--- src/rtl/dmem_responder.sv ---
// rtl/dmem_responder.sv - CPU data-memory responder with store trace FIFO and statistics
module dmem_responder #(
    parameter int ADDR_WORDS = 64,
    parameter int FIFO_DEPTH = 8
) (
    input  logic        clk,
    input  logic        reset,
    input  logic [31:0] address_to_mem,
    input  logic [31:0] data_to_mem,
    input  logic        write_enable,
    output logic [31:0] read_data,
    output logic        trace_valid,
    input  logic        trace_ready,
    output logic [31:0] trace_addr,
    output logic [31:0] trace_data,
    output logic [15:0] store_count,
    output logic [15:0] drop_count,
    output logic        addr_err
);
    localparam int AW = $clog2(ADDR_WORDS);
    localparam int PW = $clog2(FIFO_DEPTH);
    localparam logic [PW:0] FULL_COUNT = (PW+1)'(FIFO_DEPTH);

    logic [31:0] mem [ADDR_WORDS];
    logic [31:0] fifo_addr [FIFO_DEPTH];
    logic [31:0] fifo_data [FIFO_DEPTH];

    logic [PW-1:0] wr_ptr, rd_ptr;
    logic [PW:0]   count;

    logic [29:0] index;
    logic        legal, store_ok, full, pop, push, drop;

    assign index    = address_to_mem[31:2];
    assign legal    = (address_to_mem[1:0] == 2'b00) && (index < 30'(ADDR_WORDS));
    assign store_ok = write_enable && legal;
    assign full     = (count == FULL_COUNT);
    assign pop      = trace_valid && trace_ready;
    // A full FIFO still accepts the new entry when the head leaves on the same edge.
    assign push     = store_ok && (!full || pop);
    assign drop     = store_ok && full && !pop;

    assign read_data   = legal ? mem[index[AW-1:0]] : 32'h0;
    assign trace_valid = (count != '0);
    assign trace_addr  = trace_valid ? fifo_addr[rd_ptr] : 32'h0;
    assign trace_data  = trace_valid ? fifo_data[rd_ptr] : 32'h0;

    // Storage arrays carry no reset: RAM contents survive reset, and FIFO slots are
    // masked by the occupancy counter.
    always_ff @(posedge clk) begin
        if (!reset && store_ok) begin
            mem[index[AW-1:0]] <= data_to_mem;
        end
        if (!reset && push) begin
            fifo_addr[wr_ptr] <= address_to_mem;
            fifo_data[wr_ptr] <= data_to_mem;
        end
    end

    always_ff @(posedge clk or posedge reset) begin
        if (reset) begin
            wr_ptr      <= '0;
            rd_ptr      <= '0;
            count       <= '0;
            store_count <= '0;
            drop_count  <= '0;
            addr_err    <= 1'b0;
        end else begin
            if (push) begin
                wr_ptr <= wr_ptr + PW'(1);
            end
            if (pop) begin
                rd_ptr <= rd_ptr + PW'(1);
            end
            case ({push, pop})
                2'b10:   count <= count + (PW+1)'(1);
                2'b01:   count <= count - (PW+1)'(1);
                default: count <= count;
            endcase
            if (store_ok && store_count != 16'hFFFF) begin
                store_count <= store_count + 16'd1;
            end
            if (drop && drop_count != 16'hFFFF) begin
                drop_count <= drop_count + 16'd1;
            end
            if (write_enable && !legal) begin
                addr_err <= 1'b1;
            end
        end
    end
endmodule
--- config.mk ---
export PLATFORM = sky130hd
export DESIGN_NAME = dmem_responder
export DESIGN_NICKNAME = d
export VERILOG_FILES = /design/src/rtl/dmem_responder.sv
export SDC_FILE = /design/constraint.sdc
export NUM_CORES = 2
export LEC_CHECK = 0
export CORE_MARGIN = 2
export CORE_UTILIZATION = 50
export CTS_BUF_LIST = sky130_fd_sc_hd__clkbuf_4 sky130_fd_sc_hd__clkbuf_8
export DETAILED_ROUTE_END_ITERATION = 12
export PLACE_DENSITY = 0.66
export SLEW_MARGIN = 25
export SYNTH_ARGS = -nofsm -noshare
export SYNTH_HDL_FRONTEND = slang
export SYNTH_SLANG_ARGS = --single-unit
--- constraint.sdc ---
create_clock -name clk -period 7.75 [get_ports clk]
set_input_delay 1.1625 -clock clk [delete_from_list [all_inputs] [get_ports clk]]
set_output_delay 1.1625 -clock clk [all_outputs]
set_load 0.02 [all_outputs]
# Yosys cells after proc, flatten, opt, wreduce, memory -nomap -nowiden
# Memory sizes are Yosys's and may differ from the RTL's.
# Cells that the tools add are included.
classes:
  add_sub_neg: 6
  magnitude_cmp: 1
  eq_ne: 5
  mux: 8
  reduce_logical: 19
op_table:
  columns: ["op", "count"]
  rows:
  - ["32-bit 2-to-1 mux", 3]
  - ["16-bit by 1-bit adder with 16-bit output, second input constant", 2]
  - ["16-bit inequality test, second input constant", 2]
  - ["30-bit by 7-bit < comparator with 1-bit output, second input constant", 1]
  - ["1-bit logical AND", 11]
  - ["4-bit case mux with 2 select lines", 1]
  - ["3-bit by 1-bit adder with 3-bit output, second input constant", 2]
  - ["4-bit by 1-bit adder with 4-bit output, second input constant", 1]
  - ["4-bit == test, second input constant", 1]
  - ["1-bit logical NOT", 4]
  - ["1-bit 2-to-1 mux", 4]
  - ["4-bit nonzero test", 1]
  - ["4-bit by 1-bit subtractor with 4-bit output, second input constant", 1]
  - ["2-bit by 1-bit == test with 1-bit output, second input constant", 1]
  - ["2-bit == test, second input constant", 1]
  - ["2-bit logical NOT", 1]
  - ["2-bit nonzero test", 1]
  - ["1-bit logical OR", 1]
totals:
  reg_bits: 43
  ram_bits: 2560
  in_bits: 68
  output_inout_bits: 130
  elab_cells: 48
  n_memories: 3
memory_table:
  columns: ["memory", "words", "word_bits", "rd", "rd_ports_with_merged_regs", "write_ports", "line", "rtl"]
  rows:
  - ["mem", 64, 32, 1, 0, 1, "24", "logic [31:0] mem [ADDR_WORDS];"]
  - ["fifo_addr", 8, 32, 1, 0, 1, "25", "logic [31:0] fifo_addr [FIFO_DEPTH];"]
  - ["fifo_data", 8, 32, 1, 0, 1, "26", "logic [31:0] fifo_data [FIFO_DEPTH];"]

# Logic depth before layout (Yosys ltp)
logic_depth:
  word_depth: 7
  depth_mapped: 11
  depth_no_buf: 9

# Least setup slack after synthesis
# OpenSTA, ideal clock, no wires.
synth_timing:
  kind: "input to register"
  start: "input port reset"
  end: "memory fifo_addr[1][0], enable pin"
  setup_ns: 0.565
  t_arrival_ns: 6.842
  t_required_ns: 7.185
  path_slack_ns: 0.343
  cell_stages: 3
  path_buffers: 0
  path_cell_list: "inv_1 > nand4_1 > nor3_1"
synth_between:
  elab_chain_cells: 4
synth_rtl:
  columns: ["item", "line", "rtl"]
  rows:
  - ["from (decl)", "7", "input logic reset,"]
  - ["1-bit logical NOT (no line)", null, null]
  - ["1-bit logical AND", "54", "if (!reset && push) begin"]
  - ["1-bit 2-to-1 mux", "54", null]
  - ["1-bit 2-to-1 mux (implied by the code)", "55", "fifo_addr[wr_ptr] <= address_to_mem;"]
  - ["to (decl)", "25", null]
# No other way between the ends.

# Worst setup path after layout
layout_timing:
  start: "input port address_to_mem[3]"
  end: "output port read_data[31]"
layout_between:
  elab_chain_cells: 3
  elab_cells_between_ends: 4
  cone_classes: "order compare: 1; mux: 1; reduce/logical: 1; memory: 1"
layout_rtl:
  columns: ["item", "line", "rtl"]
  rows:
  - ["from (decl)", "8", "input logic [31:0] address_to_mem,"]
  - ["30-bit by 7-bit < comparator with 1-bit output", "35", "assign legal = (address_to_mem[1:0] == 2'b00) && (index < 30'(ADDR_WORDS));"]
  - ["1-bit logical AND", "35", null]
  - ["32-bit 2-to-1 mux *", "43", "assign read_data = legal ? mem[index[AW-1:0]] : 32'h0;"]
  - ["to (decl)", "11", "output logic [31:0] read_data,"]
# Every way passes the cells marked *; elsewhere a longest branch is shown, timed or not.

==> implementation parameters <==
Parameter                              Value

CTS
  Root Buffer Master    sky130_fd_sc_hd__clkbuf_8
  Later-pin clock latency in the skew report    roughly 1100 ps
  CTS Hold Bufs    0
  Number of buffers inserted during clock tree synthesis    between 400 and 500
  H-tree level count    5
  Number of sinks handled by clock tree synthesis    roughly 2.6k
  TritonCTS clock tree    yes
  Bufs on Longest Clock Path    4
  Clk pin slew, worst setup/hold paths    around 70 ps
  Post-CTS repair timing setup buffer count    0
  Gates resized, CTS repair    0

Logic synthesis
  Sequential-to-total area share from yosys stat    0.777
  Number of warnings printed during yosys synthesis    0
  Syn Inst Count    5169
  Synth top area share    0.767
  Number of nets produced by synthesis    ~5.2k
  Distinct cell type count after synthesis    between 70 and 80
  Most frequently used flop master after synthesis    sky130_fd_sc_hd__edfxtp_1
  Count of flip-flops with a built-in enable after synthesis    approximately 2.6k
  Synthesis-stage register bit count    2603
  Synthesized area divided by synthesized cell count    slightly below 20 um2
  Cell type contributing the most total cell area after synthesis    sky130_fd_sc_hd__edfxtp_1
  Largest cells by area after synthesis    sky130_fd_sc_hd__edfxtp_1 77%, sky130_fd_sc_hd__mux4_2 6.9%, sky130_fd_sc_hd__mux2i_1 1.9%
  Synthesized cell area    0.100 mm2
  Async set-or-reset flop fraction in the synthesized netlist    0.0165

Timing
  Slack of the critical path    517 ps
  Final number of setup-violating endpoints    0
  Max_slew headroom    0.212
  Final period util    0.933
  Actual slew at the worst max-slew pin    about 1200 ps
  Post-layout minimum cycle time    7230 ps
  Largest clock skew in the final design    57.7 ps
  Hold violation total from the final report    0
  Fin Setup TNS    0 ps
  Setup repair after global routing missed its margin    false
  Max Transition Viols Final    0
  Max Clock Freq    approximately 140 MHz

Layout
  Proportion of layout cells with a drive suffix above 1    0.256
  Sequential cell area    between 0.07 and 0.08 mm2
  Post-synthesis to final-layout area growth    14.1%
  Final-stage net count    about 5.8k
  FILL cells    between 10k and 15k
  Footprint of the multi-input gates    between 0.02 and 0.025 mm2

Worst setup path
  Cell type with the highest occurrence count on the critical path    sky130_fd_sc_hd__buf_4
  Depth of the critical timing path with buffers and inverters included    11
  Worst R2R Path Depth    10
  Worst stage delay on the critical path    ~840 ps
  Reg2Reg Launch Point    count[0]
  Critical Path RT    roughly 6600 ps
  Crit path max fanout    59
  Slowest cell on the critical path    sky130_fd_sc_hd__a2111oi_2
  Worst path arrival time    6070 ps
  Start-to-end type of the worst setup path    in -> out
  Number of buffers and inverters on the critical path    6
  Worst R2R End    count[2]
  Worst setup endpoint    read_data[31]
  Critical path launch point type    input port
  Register-to-register path setup slack    between 4000 and 5000 ps
  CP Cell Sequence    buf_8, buf_4, nand2_4, buf_4, buf_4, o221ai_1, a22oi_1, o22ai_1, a2111oi_2, buf_4, clkdlybuf4s50_1
  First element of the critical path    address_to_mem[3]
  Largest delay contributor family on the critical path    buffers and inverters
  CP Capture Type    primary output

Job
  Max-cap violations    0

Die
  Placeable core area    between 0.15 and 0.2 mm2
  Die outline width    ~450 um
  Top-Level Pins    198
  Initial standard-cell utilization of the core    0.503
  Die Span Y    around 450 um
  Overall die area    0.204 mm2
  Number of placement rows    roughly 160

Global routing
  Grt ovf    0
  Initial antenna violation count    25
  Global-route usage over all layers    0.303
  Largest net degree at the start of global routing    just over 80
  Global-route wire length before repair    about 430 mm
  Via count of the first global-routing pass    roughly 55k

Placed design
  Final GP Congestion    ~0.99
  IO buf count    197
  Setup Slack @ Placement    847 ps
  Half-perimeter wire length after placement    about 180 mm

Power
  P per Cell Area    250 mW/mm2
  IR Drop Worst-Case VDD    approximately 190 uV
  Total power consumption of the routed design    between 20 and 30 mW
  Leak Pwr    ~36 nW

Route
  Vias    between 50k and 60k
  Initial DRT Pass Iterations    6
  WL/cell    around 36 um
  Count of unresolved DRC violations after routing    0
  Starting DRT DRC Count    between 10k and 15k
  Average via count per standard cell    between 6 and 7
  Post-route antenna net violation count    0
  Total wirelength of the detailed-routed design    313 mm

Run status
  Outcome    completed

Worst hold path
  Worst min-delay path category    in -> reg
-- stage by stage --
step                 util  instance area (um2)  cells  hold slack (ps)
CTS                 0.573               114000   8716              283
global placement    0.535               107000   7981              460
global route        0.574               114000   8721              350
floorplan               -               100000   5169              481
detailed placement  0.535               107000   7981              475
finish              0.574               114000   8727              370
-- power by group --
group	internal [mW]	leakage [nW]	switching, mW
Sequential	15.5	23.6	0.0243
Combinational	0.603	8.24	1.30
Clock	5.86	4.11	5.36
-- worst reg2reg max path: stages, from the launching register on --
cell	delay, ps
sky130_fd_sc_hd__dfrtp_1	460
sky130_fd_sc_hd__nor4_2	280
sky130_fd_sc_hd__buf_4	700
sky130_fd_sc_hd__inv_1	180
sky130_fd_sc_hd__nand2_1	240
sky130_fd_sc_hd__nor2_1	80
sky130_fd_sc_hd__xor2_1	150
sky130_fd_sc_hd__ha_1	200
sky130_fd_sc_hd__or4_1	490
sky130_fd_sc_hd__o21ai_0	100
sky130_fd_sc_hd__xor2_1	170
-- state kept, by name, summed over array words and instances (netlist names) --
signal,count
addr_err,1
wr_ptr,3
mem,2048
fifo_data,256
rd_ptr,3
count,4
fifo_addr,256
drop_count,16
store_count,16
-- worst min-delay path by stage --
stage,startpoint,endpoint,slack (ps),cells past startpoint
2_1_floorplan,wr_ptr[0],wr_ptr[0],480,1
3_3_place_gp,addr_err,addr_err,460,1
3_5_place_dp,addr_err,addr_err,480,1
4_1_cts,data_to_mem[21],mem[9][21],280,1
5_1_grt,data_to_mem[21],mem[9][21],350,1
6_report,data_to_mem[21],mem[9][21],370,1
-- cell families (layout without fill, tap and decap cells) --
group / count (synthesis) / count (layout) / share of synthesized area
adders and majority gates: 5 / 5 / 0.000624
and+or+nand+nor: 583 / 583 / 0.0271
xor gates and xnor gates: 36 / 36 / 0.00314
AOI/OAI and AO/OA: 931 / 931 / 0.0632
buffers and inverters: 338 / 1230 / 0.0208
DFF: 2603 / 2603 / 0.777
other: 0 / 10 / 0
muxes: 673 / 673 / 0.108
-- metal layers --
metal	routed length (um)	track usage
met5	154	0.00233
met4	17000	0.141
met3	44500	0.102
met2	137000	0.440
met1	114000	0.413
-- area by class of cell --
type | instances | area share
sequential | 2603 | 0.681
multi-input combinational | 2228 | 0.182
clock buffer | 564 | 0.0604
timing repair buffer | 484 | 0.0390
tap | 2656 | 0.0290
clock inverter | 171 | 0.00729
inverter | 11 | 0.000405
antenna | 10 | 0.000219
-- layout by cell type (no fill, tap or decap), drive strengths merged, types with 122 or more instances in the layout --
cell type	n
a21oi	131
buf	326
clkbuf	564
clkdlybuf4s50	158
clkinv	155
edfxtp	2560
mux2	172
mux2i	194
mux4	307
nand2	122
nor2	257
o21ai	143
o221ai	152
o22ai	294
-- cells in the mapped netlist (14+ instances only) --
cell type / n
sky130_fd_sc_hd__a211oi_1: 42
sky130_fd_sc_hd__a21oi_1: 131
sky130_fd_sc_hd__a221oi_1: 16
sky130_fd_sc_hd__a22o_1: 14
sky130_fd_sc_hd__a22oi_1: 29
sky130_fd_sc_hd__buf_1: 17
sky130_fd_sc_hd__buf_2: 109
sky130_fd_sc_hd__buf_4: 62
sky130_fd_sc_hd__buf_6: 40
sky130_fd_sc_hd__clkbuf_1: 89
sky130_fd_sc_hd__dfrtp_1: 43
sky130_fd_sc_hd__edfxtp_1: 2560
sky130_fd_sc_hd__mux2_2: 172
sky130_fd_sc_hd__mux2i_1: 194
sky130_fd_sc_hd__mux4_2: 307
sky130_fd_sc_hd__nand2_1: 120
sky130_fd_sc_hd__nand3_1: 33
sky130_fd_sc_hd__nand4_1: 15
sky130_fd_sc_hd__nor2_1: 256
sky130_fd_sc_hd__nor2b_1: 18
sky130_fd_sc_hd__nor3_1: 37
sky130_fd_sc_hd__nor4_1: 24
sky130_fd_sc_hd__o21ai_0: 139
sky130_fd_sc_hd__o221ai_1: 150
sky130_fd_sc_hd__o22a_1: 26
sky130_fd_sc_hd__o22ai_1: 294
sky130_fd_sc_hd__xnor2_1: 24
Note: power is estimated with default switching activity, not from simulation.
